### src/rtl/mii_rx_elastic_pkg.sv
// Shared types for the MII receive elastic buffer: FSM states and the
// buffered nibble format.
package mii_rx_elastic_pkg;

    typedef enum logic [1:0] {
        ST_IDLE  = 2'd0,
        ST_FILL  = 2'd1,
        ST_RUN   = 2'd2,
        ST_DRAIN = 2'd3
    } rx_state_e;

    typedef struct packed {
        logic       err;
        logic [3:0] data;
    } nib_t;

    localparam nib_t NIB_IDLE    = '{err: 1'b0, data: 4'h0};
    localparam nib_t NIB_UNDERRUN = '{err: 1'b1, data: 4'h0};

endpackage

### src/rtl/mii_rx_elastic_fifo.sv
// Nibble FIFO with occupancy count; mark_err poisons the newest entry
// when an incoming nibble had to be dropped.
module nibble_fifo
    import mii_rx_elastic_pkg::*;
#(
    parameter int DEPTH = 8,
    localparam int AW = $clog2(DEPTH)
) (
    input  logic        clk,
    input  logic        rst_n,
    input  logic        wr_en,
    input  nib_t        wr_data,
    input  logic        rd_en,
    input  logic        mark_err,
    output nib_t        rd_data,
    output logic [AW:0] count,
    output logic        full,
    output logic        empty
);

    localparam logic [AW-1:0] PTR_ONE = AW'(1);

    nib_t            mem [DEPTH];
    logic [AW-1:0]   wr_ptr, rd_ptr, last_ptr;
    logic            do_wr, do_rd;

    assign full     = (count == (AW+1)'(DEPTH));
    assign empty    = (count == '0);
    assign do_wr    = wr_en && !full;
    assign do_rd    = rd_en && !empty;
    assign last_ptr = wr_ptr - PTR_ONE;
    assign rd_data  = mem[rd_ptr];

    always_ff @(posedge clk or negedge rst_n) begin
        if (!rst_n) begin
            wr_ptr <= '0;
            rd_ptr <= '0;
            count  <= '0;
        end else begin
            if (do_wr) wr_ptr <= wr_ptr + PTR_ONE;
            if (do_rd) rd_ptr <= rd_ptr + PTR_ONE;
            case ({do_wr, do_rd})
                2'b10:   count <= count + 1'b1;
                2'b01:   count <= count - 1'b1;
                default: count <= count;
            endcase
        end
    end

    // Storage needs no reset: pointers and count define what is live.
    always_ff @(posedge clk) begin
        if (do_wr)
            mem[wr_ptr] <= wr_data;
        else if (mark_err && !empty)
            mem[last_ptr].err <= 1'b1;
    end

endmodule

### src/rtl/mii_rx_elastic.sv
// Re-times jittery PCS receive nibbles onto an evenly spaced MII nibble
// strobe through a small elastic buffer with prefill.
module mii_rx_elastic
    import mii_rx_elastic_pkg::*;
#(
    parameter int CE_DIV  = 5,
    parameter int DEPTH   = 8,
    parameter int PREFILL = 4
) (
    input  logic       clk,
    input  logic       rst_n,
    input  logic       in_ce,
    input  logic       in_valid,
    input  logic       in_err,
    input  logic [3:0] in_data,
    output logic       ce,
    output logic       valid,
    output logic       err,
    output logic [3:0] data,
    output logic       overflow,
    output logic       underflow
);

    localparam int AW = $clog2(DEPTH);
    localparam int DW = (CE_DIV > 1) ? $clog2(CE_DIV) : 1;

    logic [DW-1:0] div;
    rx_state_e     state;
    logic          ended;
    nib_t          rd_data;
    logic [AW:0]   count;
    logic          full, empty;
    logic          wr_req, accept, drop_full, fill_go, pop, pop_state;

    always_ff @(posedge clk or negedge rst_n) begin
        if (!rst_n)                        div <= '0;
        else if (div == DW'(CE_DIV - 1))   div <= '0;
        else                               div <= div + 1'b1;
    end

    assign ce = (div == DW'(CE_DIV - 1));

    // A new frame arriving while the previous one drains is refused outright.
    assign wr_req    = in_ce && in_valid;
    assign accept    = wr_req && (state != ST_DRAIN);
    assign drop_full = accept && full;
    assign fill_go   = (count >= (AW+1)'(PREFILL)) || ended;
    assign pop_state = (state == ST_RUN) || (state == ST_DRAIN) ||
                       ((state == ST_FILL) && fill_go);
    assign pop       = ce && !empty && pop_state;

    nibble_fifo #(.DEPTH(DEPTH)) u_fifo (
        .clk      (clk),
        .rst_n    (rst_n),
        .wr_en    (accept),
        .wr_data  ('{err: in_err, data: in_data}),
        .rd_en    (pop),
        .mark_err (drop_full),
        .rd_data  (rd_data),
        .count    (count),
        .full     (full),
        .empty    (empty)
    );

    always_ff @(posedge clk or negedge rst_n) begin
        if (!rst_n) begin
            state     <= ST_IDLE;
            ended     <= 1'b0;
            valid     <= 1'b0;
            err       <= 1'b0;
            data      <= 4'h0;
            overflow  <= 1'b0;
            underflow <= 1'b0;
        end else begin
            overflow  <= (wr_req && state == ST_DRAIN) || drop_full;
            underflow <= 1'b0;
            if (in_ce && !in_valid && (state == ST_FILL || state == ST_RUN))
                ended <= 1'b1;
            case (state)
                ST_IDLE: begin
                    if (ce) begin
                        valid <= 1'b0;
                        {err, data} <= NIB_IDLE;
                    end
                    if (accept) state <= ST_FILL;
                end
                ST_FILL: begin
                    if (ce) begin
                        if (fill_go) begin
                            state <= ST_RUN;
                            valid <= 1'b1;
                            {err, data} <= rd_data;
                        end else begin
                            valid <= 1'b0;
                            {err, data} <= NIB_IDLE;
                        end
                    end
                end
                ST_RUN, ST_DRAIN: begin
                    if (state == ST_RUN && ended) state <= ST_DRAIN;
                    if (ce) begin
                        if (!empty) begin
                            valid <= 1'b1;
                            {err, data} <= rd_data;
                        end else if (ended) begin
                            valid <= 1'b0;
                            {err, data} <= NIB_IDLE;
                            ended <= 1'b0;
                            state <= ST_IDLE;
                        end else begin
                            valid     <= 1'b1;
                            {err, data} <= NIB_UNDERRUN;
                            underflow <= 1'b1;
                        end
                    end
                end
                default: state <= ST_IDLE;
            endcase
        end
    end

endmodule

### config.mk
export PLATFORM = sky130hd
export DESIGN_NAME = mii_rx_elastic
export DESIGN_NICKNAME = d
export VERILOG_FILES = /design/src/rtl/mii_rx_elastic_pkg.sv /design/src/rtl/mii_rx_elastic_fifo.sv /design/src/rtl/mii_rx_elastic.sv
export SDC_FILE = /design/constraint.sdc
export NUM_CORES = 1
export LEC_CHECK = 0
export ABC_AREA = 1
export CORE_MARGIN = 1
export CORE_UTILIZATION = 59
export DETAILED_ROUTE_END_ITERATION = 6
export GPL_ROUTABILITY_DRIVEN = 0
export PLACE_DENSITY = 0.85
export SYNTH_ARGS = -nofsm -noshare
export SYNTH_HDL_FRONTEND = slang
export SYNTH_HIERARCHICAL = 1
export SYNTH_SLANG_ARGS = --single-unit
### constraint.sdc
create_clock -name clk -period 3.32 [get_ports clk]
set_input_delay 0.664 -clock clk [delete_from_list [all_inputs] [get_ports clk]]
set_output_delay 0.664 -clock clk [all_outputs]
set_load 0.005 [all_outputs]
After elaboration in Yosys (flattened, before gate mapping) --
Memories as Yosys holds them, arrays and structs flattened. Cells that the tools add are included. Widths: inputs -> output; s select.
Word-level totals: logic and storage cells 104, output and inout port bits 9, memory bits (writable) 40, flip-flop bits (word level) 24, memories kept 1
Cells by class: $add $sub $neg 6, multiplexer cells 44, order comparisons 1, reduce and logical (&&, ||, !) cells 28, eq/ne operators 13
Memory list:
- u_fifo.mem | words 8, width 5, rd ports 1, clocked after Yosys merged registers in 0, write ports 1, line mii_rx_elastic_fifo.sv:23 | nib_t mem [DEPTH];
Operators with widths (count):
- $mux 1 | 23
- $mux 4 | 5
- $mux 2 | 8
- $logic_and 1x1->1 | 13
- $ne 2x2->1 const B | 6
- $pmux 4 s3 | 1
- $add 3x1->3 const B | 3
- $pmux 4 s2 | 1
- $eq 2x2->1 const B | 3
- $mux 3 | 2
- $pmux 1 s3 | 2
- $pmux 2 s3 | 1
- $reduce_and 3->1 | 2
- $logic_or 1x1->1 | 5
- $mux 5 | 1
- $reduce_or 5->1 | 1
- $add 4x1->4 const B | 1
- $eq 2x1->1 const B | 2
- $eq 4x4->1 const B | 1
- $ge 4x3->1 const B | 1
- $logic_not 4->1 | 1
- $sub 4x1->4 const B | 1
- $eq 3x3->1 const B | 1
- $logic_not 1->1 | 3
- 4 further kinds | 4

Longest topological paths before layout --
word-level depth 9, depth in mapped cells 16

Cells and area by module --
Netlist, hierarchy kept.
Modules (own cells, without submodules):
- nibble_fifo | area an instance 2421.1 um^2, instances 1, cells an instance 238, sequential area each 1451.4 um^2
- mii_rx_elastic | area an instance 780.7 um^2, instances 1, cells an instance 98, sequential area each 350.3 um^2

Worst setup path before layout --
Ideal clock, no wire load.
path type reg2reg, from register state[0], to register u_fifo.count[3], path slack 907 ps, arrival time 2292 ps, path buffers 0, stages on the path, launching flop included 17, library setup time 121 ps, cell sequence dfrtp_1 -> inv_1 -> ha_1 -> nor2_4 -> inv_2 -> a21oi_1 -> nor3_1 -> nand2_1 -> inv_1 -> ha_1 -> ha_1 -> a21oi_1 -> nand2_1 -> a21oi_1 -> o21ai_0 -> nand2_1 -> nand2_1
Between the ends: word-level cells in the longest chain between the ends 7, elaborated cells on any way between the ends 15, classes of those cells 6 x eq/ne; 1 x mux; 8 x reduce/logical
RTL lines:
- from (decl) | line mii_rx_elastic.sv:28 | rx_state_e state;
- from (signal assigned) | line mii_rx_elastic.sv:67 | state <= ST_IDLE;
- from (signal assigned) | line mii_rx_elastic.sv:85 | if (accept) state <= ST_FILL;
- from (signal assigned) | line mii_rx_elastic.sv:90 | state <= ST_RUN;
- $eq 2x2->1 or $eq 2x1->1 (tied branches) | line mii_rx_elastic.sv:48, mii_rx_elastic.sv:49
- $logic_or 1x1->1 or $logic_and 1x1->1 (tied branches) | line mii_rx_elastic.sv:48, mii_rx_elastic.sv:49
- $logic_or 1x1->1 (*) | line mii_rx_elastic.sv:48 | assign pop_state = (state == ST_RUN) || (state == ST_DRAIN) ||
- $logic_and 1x1->1 (*) | line mii_rx_elastic.sv:50 | assign pop = ce && !empty && pop_state;
- via pop | line mii_rx_elastic.sv:33 | logic wr_req, accept, drop_full, fill_go, pop, pop_state;
- $logic_and 1x1->1 (*) | line mii_rx_elastic_fifo.sv:30 | assign do_rd = rd_en && !empty;
- via u_fifo.do_rd | line mii_rx_elastic_fifo.sv:25 | logic do_wr, do_rd;
- $eq 2x1->1 or $eq 2x2->1 (tied branches) | line mii_rx_elastic_fifo.sv:42 | case ({do_wr, do_rd})
- $pmux 4 s2 or $reduce_bool 2->1 (tied branches)
- to (signal assigned) | line mii_rx_elastic_fifo.sv:43 | 2'b10: count <= count + 1'b1;
- to (signal assigned) | line mii_rx_elastic_fifo.sv:44 | 2'b01: count <= count - 1'b1;
- to (signal assigned) | line mii_rx_elastic_fifo.sv:45 | default: count <= count;
- to (decl) | line mii_rx_elastic_fifo.sv:16 | output logic [AW:0] count,
Mark *: on every way through the listed nets, which the timed path passes. The rest lies on a longest branch. A chain may end at the register's enable or synchronous reset.

Worst setup path in the final report --
Ends and elaborated chain as after synthesis.

==> reports/results.tsv <==
stage	metric	value	unit
power_and_ir_drop	P per Cell Area	893	mW/mm^2
cts	CTS root buf	clkbuf_8	
final_layout	Fillers	371	
global_routing	GRT Overall Usage	24.5	%
cts	clock tree from TritonCTS	done	
sta	Clock Skews	9.26	ps
global_routing	largest net degree at the start of global routing	25	
die	# IOs	18	
logic_synthesis	Synth Area per Inst	9.53	sq um
hold_path	hold endpoint	div[0]$_DFF_PN0_	
global_routing	met3 usage	6.61	%
sta	minimum clock period	2780	ps
global_routing	initial antenna violation count	0	
power_and_ir_drop	P_leak	1.54	nW
final_layout	footprint of the multi-input gates	0.00123	sq mm
global_routing	grt ovf	0	
status	status	completed	
worst_setup_path	required time of the critical path	3560	ps
placement	Port Buf Inserts	17	
cts	hold_buf cts	0	
job	max cap viols	0	
sta	Setup violations, final	0	
worst_setup_path	FF-to-FF Start	state[0]$_DFFE_PN0P_	
die	die area	0.00573	sq mm
sta	Final Max Tran Viols	0	
sta	Hold Violations, Final	0	
worst_setup_path	crit start category	register	
cts	Sink Count	64	
cts	post_cts resized	0	
cts	CTS Buffer Depth	2	
logic_synthesis	EDFF count, synth	40	
placement	Placed Area	0.00342	sq mm
power_and_ir_drop	VDD IR max	0.503	mV
hold_path	Hold Crit Start	div[0]$_DFF_PN0_	
worst_setup_path	Crit Path Class	register to register	
logic_synthesis	Synth Flop Type	edfxtp_1	
logic_synthesis	Synth Cell Area	0.00320	sq mm
worst_setup_path	Worst EP arrival	3020	ps
logic_synthesis	Mapped Nets	358	
final_layout	Design Area, Final	0.00362	sq mm
route	WL/cell	13.8	um
final_layout	Diodes inserted	0	
cts	clock transition at the registers of the reported paths	80	ps
logic_synthesis	Yosys cell types	30	
final_layout	register area	0.00180	sq mm
die	Core Area	0.00517	sq mm
logic_synthesis	Synth Register Bits	64	
route	antenna-violating nets left	0	
global_routing	GR peak layer	met2	
worst_setup_path	Reg2Reg Setup Slack	540	ps
logic_synthesis	Post-Synthesis Cells	336	
global_routing	GR met1 Demand/Resource	31.6	%
final_layout	Layout area overhead	13.1	%
placement	hpwl dp	4390	um
sta	Max Freq	360	MHz
logic_synthesis	post-synthesis async set-or-reset flop share	37.5	%
route	Total Wirelength	5990	um
final_layout	layout cells sized above 1	11.6	%
logic_synthesis	sequential share of the synthesized area	56.3	%
die	Die Width	75.7	um
final_layout	Final nets	380	
sta	RSZ-0062 raised after global routing	false	
die	Die Span Y	75.7	um
sta	relative slew slack	56.0	%
worst_setup_path	Worst Setup End Kind	register	
route	1st-iter DRT viols	175	
global_routing	first-pass GRT wire length	9960	um
route	drt first pass iters	4	
die	row cnt	26	
hold_path	Hold Path Class	register to register	
worst_setup_path	r2r endpoint	u_fifo/count[3]$_DFFE_PN0P_	
logic_synthesis	yosys warns	6	
cts	Clk Latency, worst-skew pair	350	ps
worst_setup_path	crit-path max FO	6	
sta	fin crit share	83.7	%
global_routing	vias in the first global route	2251	
cts	TritonCTS buffer count	9	
route	DR vias/cell	5.36	
global_routing	M2 GR Usage	39.4	%
cts	postcts setup bufs	0	
cts	deepest level of the CTS H-tree	3	
worst_setup_path	R2R depth	16	
sta	worst-margin pin slew	660	ps
hold_path	hold path depth	1	
route	DRC	0	
sta	Setup TNS	0	ps
route	Vias	2323	
die	Initial Utilization	61.9	%
[kinds of logic (layout without fill, tap and decap cells)]
| family | after synthesis | count (layout) | synth area share, % |
|---|---|---|---|
| AO/OA/AOI/OAI | 50 | 50 | 8.99 |
| XOR/XNOR | 7 | 7 | 1.91 |
| adder cells (fa/ha/maj) | 13 | 13 | 5.31 |
| buffers and inverters | 42 | 69 | 5.43 |
| flip-flops | 64 | 64 | 56.3 |
| AND/OR/NAND/NOR | 160 | 160 | 22.1 |
[sequential cells by signal, indices dropped and copies added, names as in the netlist, 2 cells and up]
signal         count
data               4
div                3
state              2
u_fifo/count       4
u_fifo/mem        40
u_fifo/rd_ptr      3
u_fifo/wr_ptr      3
[worst max-delay path by stage]
stage / start / to / slack (ps) / depth (start not counted)
4_1_cts: state[0]$_DFFE_PN0P_ / u_fifo/count[3]$_DFFE_PN0P_ / 580 / 16
2_1_floorplan: state[0]$_DFFE_PN0P_ / u_fifo/count[3]$_DFFE_PN0P_ / 910 / 16
5_1_grt: state[0]$_DFFE_PN0P_ / u_fifo/count[3]$_DFFE_PN0P_ / 340 / 16
3_5_place_dp: in_ce / u_fifo/count[3]$_DFFE_PN0P_ / 330 / 12
6_report: state[0]$_DFFE_PN0P_ / u_fifo/count[3]$_DFFE_PN0P_ / 540 / 16
3_3_place_gp: in_ce / u_fifo/count[3]$_DFFE_PN0P_ / 460 / 12
[final cells by class]
| cell class | instances | area share [%] |
|---|---|---|
| Sequential cell | 64 | 49.8 |
| Tap cell | 70 | 2.42 |
| Timing Repair Buffer | 18 | 4.91 |
| Inverter | 35 | 3.63 |
| Clock buffer | 9 | 3.42 |
| Multi-Input combinational cell | 230 | 33.9 |
| Clock inverter | 7 | 1.97 |
[power breakdown]
group	internal, mW	switching, mW	total (mW)
registers	1.01	0.172	1.18
logic	0.539	0.859	1.40
clock network	0.346	0.309	0.655
[cell usage after synthesis (4+ instances only)]
cell	n	area (sq um)
inv_2	7	26.3
o21ai_0	28	140
xor2_1	5	43.8
inv_1	28	105
nor2_1	54	203
edfxtp_1	40	1200
dfrtp_1	24	601
nand2_2	6	37.5
nand3_1	17	85.1
a31oi_1	5	31.3
nand2_4	4	45.0
nand2_1	69	259
ha_1	12	150
buf_2	4	20.0
a21oi_1	9	45.0
[per-layer routing]
metal  vias to the layer above  wire (um)  part of all wire (%)
li1                       1147          -                     -
met1                      1081       2640                    44
met2                        85       2930                    49
met3                        10        327                   5.5
met4                         0         86                   1.4
met5                         -          0                     0
[through the flow]
step	setup slack [ps]	instances	power, mW	utilization, %	hold WS, ps
after global routing	343	433	3.51	70.0	492
final	540	433	3.23	70.0	475
after CTS	583	433	3.23	70.0	480
after floorplan	907	336	2.24	-	368
after detailed placement	327	417	2.57	66.2	464
after global placement	456	417	2.50	66.2	452
[worst max-delay path, cell delays in order, from the launching register on]
cell     delay (ps)
dfrtp_1         410
inv_1           110
ha_1            250
nor2_4          170
inv_2            80
a21oi_1         120
nor3_1           60
nand2_1         100
inv_1           100
ha_1            260
ha_1            340
a21oi_1         160
nand2_1         100
a21oi_1         180
o21ai_0         110
nand2_1          70
nand2_1          50
[placed cells by master (no fill, tap or decap), types with 2 or more instances in the layout]
cell type / netlist / final
nor2_4: 3 / 3
a21oi_1: 9 / 9
inv_1: 28 / 28
nand3_1: 17 / 17
clkbuf_8: 0 / 9
nor2_2: 3 / 3
xor2_1: 5 / 5
edfxtp_1: 40 / 40
ha_1: 12 / 12
inv_2: 7 / 7
clkinvlp_4: 0 / 2
nand2_1: 69 / 69
xnor2_1: 2 / 2
a21oi_4: 2 / 2
a31oi_1: 5 / 5
dfrtp_1: 24 / 24
nor2_1: 54 / 54
o21ai_1: 3 / 3
nand2_4: 4 / 4
o21ai_0: 28 / 28
nand2_2: 6 / 6
clkdlybuf4s50_1: 0 / 17
Power figures use the tool's default switching activity.
